**config.mk**
```make
export PLATFORM = sky130hd
export DESIGN_NAME = control_sequencer
export DESIGN_NICKNAME = d
export VERILOG_FILES = /design/src/rtl/control_sequencer.sv
export SDC_FILE = /design/constraint.sdc
export NUM_CORES = 1
export LEC_CHECK = 0
export CAP_MARGIN = 20
export CELL_PAD_IN_SITES_DETAIL_PLACEMENT = 1
export CELL_PAD_IN_SITES_GLOBAL_PLACEMENT = 1
export CORE_MARGIN = 8
export CORE_UTILIZATION = 41
export CTS_CLUSTER_DIAMETER = 120
export DETAILED_ROUTE_END_ITERATION = 8
export PLACE_DENSITY_LB_ADDON = 0.1
export SYNTH_ARGS = -nofsm -noshare
export SYNTH_HDL_FRONTEND = slang
export SYNTH_SLANG_ARGS = --single-unit
```
**constraint.sdc**
```tcl
create_clock -name Clock -period 5.2 [get_ports Clock]
set_input_delay 0.52 -clock Clock [delete_from_list [all_inputs] [get_ports Clock]]
set_output_delay 0.52 -clock Clock [all_outputs]
set_load 0.02 [all_outputs]
```
**src/rtl/control_sequencer.sv**
```systemverilog
// control_sequencer
//   Hardwired Moore control unit for a simple bus-based datapath. Runs a
//   three-cycle fetch (T0..T2) followed by a class-dependent execute phase
//   (T3..T6), then either loops back to fetch or parks in IDLE depending on
//   Run. Illegal opcodes stop the machine in HALT until Clear.
//
// Ports
//   Clock            system clock, rising edge active
//   Clear            asynchronous active-low reset
//   Run              start / continue enable
//   IR[31:0]         instruction register from the datapath
//   PCout..Read      single-bit datapath controls
//   Rout[15:0]       one-hot register bus-drive select
//   Rin[15:0]        one-hot register load select
//   ALUop[12:0]      one-hot ALU operation {NOT,NEG,DIV,MUL,OR,AND,ROL,ROR,
//                    SHL,SHRA,SHR,SUB,ADD}
//   Done             final execute cycle of an instruction
//   Halted           machine is in HALT
module control_sequencer (
  input  logic        Clock,
  input  logic        Clear,
  input  logic        Run,
  input  logic [31:0] IR,
  output logic        PCout,
  output logic        MDRout,
  output logic        Zhighout,
  output logic        Zlowout,
  output logic        HIout,
  output logic        LOout,
  output logic        PCin,
  output logic        MARin,
  output logic        MDRin,
  output logic        IRin,
  output logic        Zin,
  output logic        Yin,
  output logic        HIin,
  output logic        LOin,
  output logic        IncPC,
  output logic        Read,
  output logic [15:0] Rout,
  output logic [15:0] Rin,
  output logic [12:0] ALUop,
  output logic        Done,
  output logic        Halted
);

  typedef enum logic [3:0] {
    S_IDLE = 4'd0, S_T0 = 4'd1, S_T1 = 4'd2, S_T2 = 4'd3, S_T3 = 4'd4,
    S_T4   = 4'd5, S_T5 = 4'd6, S_T6 = 4'd7, S_HALT = 4'd8
  } state_t;

  // Bit positions inside the packed single-bit control vector
  localparam logic [15:0] K_PCOUT    = 16'h8000;
  localparam logic [15:0] K_MDROUT   = 16'h4000;
  localparam logic [15:0] K_ZHIGHOUT = 16'h2000;
  localparam logic [15:0] K_ZLOWOUT  = 16'h1000;
  localparam logic [15:0] K_PCIN     = 16'h0200;
  localparam logic [15:0] K_MARIN    = 16'h0100;
  localparam logic [15:0] K_MDRIN    = 16'h0080;
  localparam logic [15:0] K_IRIN     = 16'h0040;
  localparam logic [15:0] K_ZIN      = 16'h0020;
  localparam logic [15:0] K_YIN      = 16'h0010;
  localparam logic [15:0] K_HIIN     = 16'h0008;
  localparam logic [15:0] K_LOIN     = 16'h0004;
  localparam logic [15:0] K_INCPC    = 16'h0002;
  localparam logic [15:0] K_READ     = 16'h0001;

  state_t      state_r, state_next_s;
  logic [4:0]  op_r, op_d_s;
  logic [3:0]  ra_r, rb_r, rc_r, ra_d_s, rb_d_s, rc_d_s;
  logic [15:0] ctl_r, ctl_next_s;
  logic [15:0] rout_r, rout_next_s, rin_r, rin_next_s;
  logic [12:0] alu_r, alu_next_s;
  logic        done_r, done_next_s, halted_r, halted_next_s;
  logic        ir_unused_s;

  function automatic logic is_alu3(input logic [4:0] op);
    return (op <= 5'd8);
  endfunction

  function automatic logic is_muldiv(input logic [4:0] op);
    return (op == 5'd15) || (op == 5'd16);
  endfunction

  function automatic logic is_unary(input logic [4:0] op);
    return (op == 5'd17) || (op == 5'd18);
  endfunction

  function automatic logic [15:0] reg_sel(input logic [3:0] n);
    return 16'h0001 << n;
  endfunction

  function automatic logic [12:0] alu_sel(input logic [4:0] op);
    logic [12:0] sel;
    case (op)
      5'd0:    sel = 13'h0001;
      5'd1:    sel = 13'h0002;
      5'd2:    sel = 13'h0004;
      5'd3:    sel = 13'h0008;
      5'd4:    sel = 13'h0010;
      5'd5:    sel = 13'h0020;
      5'd6:    sel = 13'h0040;
      5'd7:    sel = 13'h0080;
      5'd8:    sel = 13'h0100;
      5'd15:   sel = 13'h0200;
      5'd16:   sel = 13'h0400;
      5'd17:   sel = 13'h0800;
      5'd18:   sel = 13'h1000;
      default: sel = 13'h0000;
    endcase
    return sel;
  endfunction

  // The low IR bits carry no control information.
  assign ir_unused_s = ^IR[14:0];

  // Fields that the decode for the next cycle must see: the live IR on the
  // T2->T3 edge (the same edge that latches it), the latched copy otherwise.
  assign op_d_s = (state_r == S_T2) ? IR[31:27] : op_r;
  assign ra_d_s = (state_r == S_T2) ? IR[26:23] : ra_r;
  assign rb_d_s = (state_r == S_T2) ? IR[22:19] : rb_r;
  assign rc_d_s = (state_r == S_T2) ? IR[18:15] : rc_r;

  // Next-state logic; Done states return to T0 or IDLE based on Run.
  always_comb begin
    state_next_s = S_IDLE;
    case (state_r)
      S_IDLE: state_next_s = Run ? S_T0 : S_IDLE;
      S_T0:   state_next_s = S_T1;
      S_T1:   state_next_s = S_T2;
      S_T2:   state_next_s = S_T3;
      S_T3: begin
        if (is_alu3(op_r) || is_muldiv(op_r) || is_unary(op_r)) begin
          state_next_s = S_T4;
        end else begin
          state_next_s = S_HALT;
        end
      end
      S_T4: begin
        if (is_unary(op_r)) begin
          state_next_s = Run ? S_T0 : S_IDLE;
        end else begin
          state_next_s = S_T5;
        end
      end
      S_T5: begin
        if (is_muldiv(op_r)) begin
          state_next_s = S_T6;
        end else begin
          state_next_s = Run ? S_T0 : S_IDLE;
        end
      end
      S_T6:   state_next_s = Run ? S_T0 : S_IDLE;
      S_HALT: state_next_s = S_HALT;
      default: state_next_s = S_IDLE;
    endcase
  end

  // Output decode for the state being entered, so the registers below hold
  // the Moore outputs of the current state.
  always_comb begin
    ctl_next_s    = 16'h0000;
    rout_next_s   = 16'h0000;
    rin_next_s    = 16'h0000;
    alu_next_s    = 13'h0000;
    done_next_s   = 1'b0;
    halted_next_s = 1'b0;
    case (state_next_s)
      S_T0: ctl_next_s = K_PCOUT | K_MARIN | K_INCPC | K_ZIN;
      S_T1: ctl_next_s = K_ZLOWOUT | K_PCIN | K_READ | K_MDRIN;
      S_T2: ctl_next_s = K_MDROUT | K_IRIN;
      S_T3: begin
        if (is_alu3(op_d_s)) begin
          ctl_next_s  = K_YIN;
          rout_next_s = reg_sel(rb_d_s);
        end else if (is_muldiv(op_d_s)) begin
          ctl_next_s  = K_YIN;
          rout_next_s = reg_sel(ra_d_s);
        end else if (is_unary(op_d_s)) begin
          ctl_next_s  = K_ZIN;
          rout_next_s = reg_sel(rb_d_s);
          alu_next_s  = alu_sel(op_d_s);
        end else begin
          ctl_next_s  = 16'h0000;
        end
      end
      S_T4: begin
        if (is_alu3(op_d_s)) begin
          ctl_next_s  = K_ZIN;
          rout_next_s = reg_sel(rc_d_s);
          alu_next_s  = alu_sel(op_d_s);
        end else if (is_muldiv(op_d_s)) begin
          ctl_next_s  = K_ZIN;
          rout_next_s = reg_sel(rb_d_s);
          alu_next_s  = alu_sel(op_d_s);
        end else begin
          ctl_next_s  = K_ZLOWOUT;
          rin_next_s  = reg_sel(ra_d_s);
          done_next_s = 1'b1;
        end
      end
      S_T5: begin
        if (is_muldiv(op_d_s)) begin
          ctl_next_s  = K_ZLOWOUT | K_LOIN;
        end else begin
          ctl_next_s  = K_ZLOWOUT;
          rin_next_s  = reg_sel(ra_d_s);
          done_next_s = 1'b1;
        end
      end
      S_T6: begin
        ctl_next_s  = K_ZHIGHOUT | K_HIIN;
        done_next_s = 1'b1;
      end
      S_HALT: halted_next_s = 1'b1;
      default: ctl_next_s = 16'h0000;
    endcase
  end

  // State, latched instruction fields and registered outputs.
  always_ff @(posedge Clock or negedge Clear) begin
    if (!Clear) begin
      state_r  <= S_IDLE;
      op_r     <= 5'd0;
      ra_r     <= 4'd0;
      rb_r     <= 4'd0;
      rc_r     <= 4'd0;
      ctl_r    <= 16'h0000;
      rout_r   <= 16'h0000;
      rin_r    <= 16'h0000;
      alu_r    <= 13'h0000;
      done_r   <= 1'b0;
      halted_r <= 1'b0;
    end else begin
      state_r  <= state_next_s;
      op_r     <= op_d_s;
      ra_r     <= ra_d_s;
      rb_r     <= rb_d_s;
      rc_r     <= rc_d_s;
      ctl_r    <= ctl_next_s;
      rout_r   <= rout_next_s;
      rin_r    <= rin_next_s;
      alu_r    <= alu_next_s;
      done_r   <= done_next_s;
      halted_r <= halted_next_s;
    end
  end

  assign {PCout, MDRout, Zhighout, Zlowout, HIout, LOout, PCin, MARin,
          MDRin, IRin, Zin, Yin, HIin, LOin, IncPC, Read} = ctl_r;
  assign Rout   = rout_r;
  assign Rin    = rin_r;
  assign ALUop  = alu_r;
  assign Done   = done_r;
  assign Halted = halted_r;

endmodule

```
==> summary.md, run 1 <==
The run finished with clean final reports. The total vias in the final route is 3744. In the layout the commonest cells are 79 x clkdlybuf4s50_1, 76 x dfrtp_1, 56 x nor2_1, 39 x nand2_1, 22 x nor3_1. In this run switching power makes up 47.5% of total power. The path class of the tightest hold or removal check is primary input to asynchronous set/reset pin. TritonCTS created 9 clock buffers. The run gives 3 as the depth of the CTS H-tree.

The library cell used most frequently in the layout, excluding fill and tap cells, is clkdlybuf4s50_1. The tools report the number of DRC markers after the initial detailed-route iteration as 178. STA classifies the critical path endpoint as a flop.

The critical path start-end classification was flop to flop. In the final layout, the share of cells above drive strength 1 is 7.96%. End of the worst register-to-register path: Rout[15]. The number of pins with negative max-slew slack in the final report was 0; the average wire per standard cell was 20.2 um.

The detailed route wirelength on metal3 is 828 um. Once placement finished, the instance area stood at 4900 um2. In the routed design, unresolved DRC markers number 0. Average size of a mapped cell: 9.18 um2. Port buffering added 80 buffers.

In this run, flip-flops and latches consume 33.7% of the power. For this design the total switching power over the nets is 0.00121 W. The run gives 42.2% as the effective utilization at floorplan. The clock net in this run drives a total of 76 sinks. The tools report the clock tree root buffer cell as clkbuf_8. In this run, post-CTS repair resized a total of 0 instances.

The share of total power dissipated in combinational logic is 48.5%. The time the worst path needs with I/O delays and setup came out at 2.91 ns. The top-level I/O count was 98; the count of synthesis-stage warnings from yosys was 0. Setup repair after global routing left no endpoint under its margin.

OpenSTA, run right after detailed placement, puts the worst setup slack at 2.30 ns. The logs give 0 for the number of antenna repair diodes and 17.8% for the relative contribution of the clock network to total power. The total overflow left after global routing is 0. In the post-synthesis netlist, the biggest area contributors are dfrtp_1 46%, nor2_1 5.1%, nand2_1 3.5%.

In this run the biggest area consumer among cell types represents 45.9% of the synthesized area. The worst-case vdd ir drop came out at 0.236 mV. The number of antenna violations at the first check in global routing was 0. Die extent in x: 117 um. For the worst flop-to-flop path, the logic depth is 7. The worst register-to-register path begins at state_r[2]. In this run, synthesis produced a sequential element count of 76. STA puts the critical path data required time at 5.44 ns. Number of global-route vias before repair: 3924. Summing every instance area after synthesis gives 4150 um2. The later-pin clock latency in the skew report is 0.37 ns, and the overall global routing resource usage is 20.3%.

Between clock sinks in the finished design, the worst skew comes to 0.0163 ns. The slew at the pin with the worst max-slew slack is 0.926 ns. Counting the fill cells in the layout gives 1165. The post-synthesis cell type count was 64. The final hold violation count came out at 0.

The cell accounting for the most synthesized area was dfrtp_1. The synthesized design contains 0 enable-type register cells. The logs give 0 ns for the total negative slack for setup checks and 9650 um for the detailed placement HPWL. After detailed routing, the number of vias per cell comes to 5.78. For the post-route cell area, the log shows 5090 um2. The tool flagged a number of max-cap violations equal to 0. Measured along the y axis, the die boundary spans 117 um. Setup violations remaining at the end of the flow were counted as 0.

Compared with the post-synthesis result, the final layout area differs by 22.7%. Data on the critical path arrives at its endpoint at 3.15 ns. The count of antenna-violating nets left after detailed routing was 0; the wire length after detailed routing was 13100 um.

The share of synthesized registers carrying an async set or reset is 100%. Among all flip-flop cells after synthesis, the most frequent one is dfrtp_1. The leakage power is 2.05 nW. For the final layout net count, the log shows 545.

The tools report the launching element type of the critical path as a flop. Routability-driven placement finished with a final weighted congestion of 0.922. The first global-routing pass estimated 21200 um of wire. For the reg2reg setup slack, the log shows 2.29 ns. The total die area was 13600 um2; the clock transition at the register clock pins on the worst setup and hold paths after CTS was 0.08 ns. For this design the ratio of total power to cell area is 501 nW/um2. Static timing analysis puts the maximum clock frequency at 344 MHz. Top routing layer in use: met4.

Summed over all nets, wire length on met2 after detailed routing comes to 5850 um. For this run, the register share of the synthesized area comes to 45.9%. The run gives 452 as the synthesized instance count. The peak fanout along the critical path is 40. Detailed-routing iteration count for the pre-antenna-repair pass: 4. Buffer depth of the longest clock path: 2. TritonCTS built the clock tree. Hold repair after CTS inserted 0 buffers.

The internal portion of the total power is 0.00134 W. The relative slew slack came out at 38.2%. In this run the post-CTS setup repair buffer count came out at 0.

The run gives 9820 um2 as the area of the core region. Entering global routing, the biggest net connects 77 pins. The detailed router put a total of 6170 um of wire on met1. For the slack of the critical path, the log shows 2.29 ns. The total number of placement rows is 36, and the final clock period utilization by the worst path is 55.9%.
## Yosys cell counts (3+ instances only)
cell,n
buf_4,13
nand3b_1,7
nor3_1,22
nand3_1,20
inv_2,3
o211ai_1,5
a32oi_1,6
o21ai_1,14
a21o_1,3
o32ai_1,7
nor4_1,7
o21ai_0,10
nor2_1,56
a31oi_1,9
nand2_1,39
a22oi_1,4
or3_1,10
mux2i_1,4
o22ai_1,4
a211oi_1,3
nor2b_1,3
buf_6,5
and3_1,3
a31oi_2,3
o31ai_1,5
and2_1,5
buf_2,13
dfrtp_1,76
clkbuf_1,5
a221o_1,3
a21oi_1,20
inv_1,13
nor3b_1,11
nand2b_1,4
## layer usage
layer,global-route usage (%),vias up
met5,0,-
met4,8.19,0
met3,4.34,27
met2,30.9,119
met1,27.3,1858
li1,-,1740
## power groups by stage
stage	Clock [W]	Sequential (W)	Combinational, W
floorplan	0	0.000827	0.000896
global placement	0	0.000858	0.00121
detailed placement	0	0.000868	0.00123
CTS	0.000463	0.000857	0.00123
global route	0.000484	0.000883	0.00135
finish	0.000454	0.000860	0.00124
## registers in the layout (all words and copies together) (netlist names), 4 cells and up
name / cells
ra_r: 4
rc_r: 4
ALUop: 13
op_r: 5
state_r: 4
ctl_r: 8
rb_r: 4
Rout: 16
Rin: 16
## final cells by class
cell class / count / area, um2 / area share (%)
clock buffer: 10 / 128 / 2.51
clock inverter: 6 / 62.6 / 1.23
inverter: 16 / 60.1 / 1.18
multi-input combinational: 323 / 1940 / 38.2
sequential: 76 / 1900 / 37.4
tap: 133 / 166 / 3.27
timing repair buffer: 84 / 828 / 16.3
## how the worst max path moves through the flow
stage,start,end,cells after the start
finish,state_r[2],Rout[15],7
global route,state_r[2],Rout[15],7
CTS,state_r[2],Rout[15],7
detailed placement,IR[27],Rout[0],7
global placement,IR[27],Rout[4],7
floorplan,IR[27],Rout[7],9
## worst max-delay path: stages, from the launching register on
cell       delay (ns)
dfrtp_1          0.53
nand4bb_4        0.56
buf_4            0.34
nor3_1           0.07
a31oi_1          0.67
nor3_1           0.11
a31o_1           0.22
a221o_1          0.27
## cell families after synthesis
family / Yosys count / share of synthesized area, %
and+or+nand+nor: 203 / 26.2
AOI/OAI and AO/OA: 109 / 18.1
DFF: 76 / 45.9
buffers and inverters: 54 / 7.39
muxes: 7 / 1.87
xor gates and xnor gates: 2 / 0.422
other: 1 / 0.0904
## stage by stage
stage / hold WS [ns] / total power [W] / std cells / util, %
CTS: 0.329 / 0.00255 / 648 / 51.8
global route: 0.398 / 0.00272 / 648 / 51.8
global placement: 0.527 / 0.00206 / 632 / 49.9
detailed placement: 0.542 / 0.00210 / 632 / 49.9
finish: 0.298 / 0.00255 / 648 / 51.8
floorplan: 0.224 / 0.00172 / 453 / -
No activity file was read; power rests on OpenSTA's default activity.
==> run 2: changes to the inputs <==
--- a/config.mk
+++ b/config.mk
@@ -9,7 +9,7 @@
 export CELL_PAD_IN_SITES_DETAIL_PLACEMENT = 1
 export CELL_PAD_IN_SITES_GLOBAL_PLACEMENT = 1
 export CORE_MARGIN = 8
-export CORE_UTILIZATION = 41
+export CORE_UTILIZATION = 34
 export CTS_CLUSTER_DIAMETER = 120
 export DETAILED_ROUTE_END_ITERATION = 8
 export PLACE_DENSITY_LB_ADDON = 0.1
==> constraint.sdc (replaced) <==
create_clock -name Clock -period 2.62 [get_ports Clock]
set_input_delay 0.262 -clock Clock [delete_from_list [all_inputs] [get_ports Clock]]
set_output_delay 0.262 -clock Clock [all_outputs]
set_load 0.02 [all_outputs]
==> run 2 against run 1 <==
Global-route usage is 2.0 points lower. Non-clock buffer count is 32 higher. Critical path depth is 1 lower. Clock skew is 0.0074 ns lower. Design area is 7.8% higher. Wire length is 7.5% higher. Sequential share of layout area is 2.7 points lower. Via count is 2.5% higher. Worst setup slack worse by 2.1 ns. Die area is 18% higher. Largest power group unchanged. Highest routed layer unchanged.
==> summary.md, run 2 (synthesized netlist as in run 1, its figures left out) <==
The run finished with clean final reports. Core utilization of the finished layout: 45.9%. Critical path start-end classification: flop to flop. For the net switching component of the power, the log shows 0.00255 W. After floorplanning, the core was divided into 40 placement rows.

In this run, the combinational gates consume 49.6% of the power. For the finished layout, the period the worst path requires is 2.47 ns. The detailed router finished its first iteration with 331 violations.

Summed over all failing endpoints, the final setup total negative slack is 0 ns. In this run the deepest clock path goes through 2 buffers. Detailed-routing iteration count for the pre-antenna-repair pass: 4. Across every metal layer, demand over resource in global routing totals 18.3%. During placement, the flow inserted port buffers numbering 80.

Summed over all layers, the global routing overflow is 0. The run gives 0.907 as the last weighted congestion value of the routability-driven placer. The data required time at the worst endpoint came out at 2.84 ns. The tools report the number of buffers inserted during clock tree synthesis as 9. The repair_antennas step left the layout with diodes totalling 0. Dividing total power by cell area gives a power density of 1060 nW/um2. Clock-pin slew was measured on the worst setup and hold paths at 0.06 ns. At the worst endpoint, the arrival time is 2.69 ns.

The global-route wire length before repair is 22800 um. STA classifies the critical path startpoint as a flop. For this design, the CTS-stage hold fixing added 0 buffers. The area of the core region was 12000 um2.

The commonest non-fill, non-tap cell in the layout is clkdlybuf4s50_1. The die is 126 um tall. The number of antenna violations at the first check in global routing came out at 0. The design draws 0.00581 W. Of the cells placed in the final design, the portion with a size suffix greater than 1 is 13.3%.

In the final routed layout, each cell accounts on average for 20.3 um. The tools report the number of pins with negative max-slew slack in the final report as 0. For the DRC violation count after routing, the log shows 0. The tree is rooted in a clkbuf_16.

The worst pin sits at a relative slew slack of 36.3%. The final layout contains routed wiring with a total length of 14100 um. The proportion of total power due to net switching was 43.8%; the total vias in the final route was 3836. Slew at the pin with the worst max-slew slack: 0.955 ns. Setup repair after global routing left no endpoint under its margin. The leakage power was 2.26 nW; the via-per-instance ratio was 5.53.

Based on the critical path, the design can be clocked at up to 405 MHz. The count of nets left with antenna violations once routing finished came out at 0. Of the available clock period, the critical path in the final layout requires 94.3%. The sort of element at the end of the critical path was a flop. Across the routed clock network, the largest skew measured is 0.00895 ns.

The internal portion of the total power is 0.00326 W. Worst-case vdd ir drop: 0.404 mV. The logs give 0 for the total of cells resized after clock tree synthesis and 16000 um2 for the total die area.

For the top-level I/O count, the log shows 98. Along the worst path, the maximum fanout reaches 19. For this configuration, the core starts out at a cell density of 34.7%. The layout overhead on the synthesized area was 32.3%; the number of global-route vias before repair was 4080. The logs give 0 for the final count of negative-setup-slack endpoints and 577 for the final layout net count. For the worst-skew pair, the clock arrives at the later sink with an insertion delay of 0.35 ns. The class of the tightest hold or removal check was primary input to asynchronous set/reset pin. Detailed placement ended at an HPWL of 10700 um. The clock net in this run drives a total of 76 sinks. Die extent in x: 126 um. Count of max-cap constraint violations: 0. Per report_power, the sequential group accounts for 28.7% of the total.

The relative contribution of the clock network to total power was 21.7%; the maximum number of pins on one net before global-route repair was 77. In the layout the commonest cells are 79 x clkdlybuf4s50_1, 76 x dfrtp_1, 56 x nor2_1, 39 x nand2_1, 35 x buf_4. The final hold violation count was 0. TritonCTS built the clock tree.

The run gives 0 as the post-CTS setup repair buffer count. The H-tree was split into 3 levels.
==> run 2: cell type report <==
type | count | area (um2)
sequential | 76 | 1900
timing repair buffer | 116 | 1090
clock inverter | 4 | 47.5
tap | 147 | 184
clock buffer | 12 | 256
multi-input combinational | 323 | 1940
inverter | 16 | 60.1
fill | 1407 | 6470
==> run 2: path summary, 6_finish.rpt <==
check / startpoint / to / slack [ns] / cells after the start
max in group asynchronous: Clear / Rout[13] / 1.94 / 1
max reg2reg: state_r[2] / Rout[15] / 0.15 / 6
min reg2reg: ra_r[1] / ra_r[1] / 0.57 / 2
max: state_r[2] / Rout[15] / 0.15 / 6
min in group Clock: IR[18] / rc_r[3] / 0.55 / 3
min: Clear / ctl_r[14] / 0.07 / 1
==> run 2: power by group through the flow <==
| stage | combinational [W] | sequential, W | clock [W] |
|---|---|---|---|
| after global routing | 0.00310 | 0.00171 | 0.00133 |
| final | 0.00288 | 0.00167 | 0.00126 |
| after global placement | 0.00282 | 0.00167 | 0 |
| after CTS | 0.00287 | 0.00166 | 0.00130 |
| after detailed placement | 0.00285 | 0.00168 | 0 |
| after floorplan | 0.00178 | 0.00164 | 0 |
==> run 2: critical path, stage by stage (launching register included) <==
cell	delay, ns
dfrtp_1	0.41
and4bb_1	0.40
buf_4	0.28
and3_1	0.20
a31oi_1	0.48
o22ai_1	0.21
a221o_1	0.35
==> run 2: layer usage <==
| layer | wire [um] | global-route usage [%] | vias up |
|---|---|---|---|
| met5 | 0 | 0 | - |
| met4 | 130 | 5.66 | 0 |
| li1 | - | - | 1815 |
| met2 | 6420 | 28.1 | 104 |
| met3 | 786 | 4.32 | 10 |
| met1 | 6770 | 24.7 | 1907 |
==> run 2: per-stage QoR <==
stage,setup slack (ns),area (um2),hold WS [ns],std cells
2_1_floorplan,0.624,4150,-0.0336,453
3_3_place_gp,0.147,5180,0.468,678
3_5_place_dp,0.123,5180,0.484,678
4_1_cts,0.191,5490,0.115,694
5_1_grt,0.131,5490,0.172,694
6_report,0.150,5490,0.0700,694
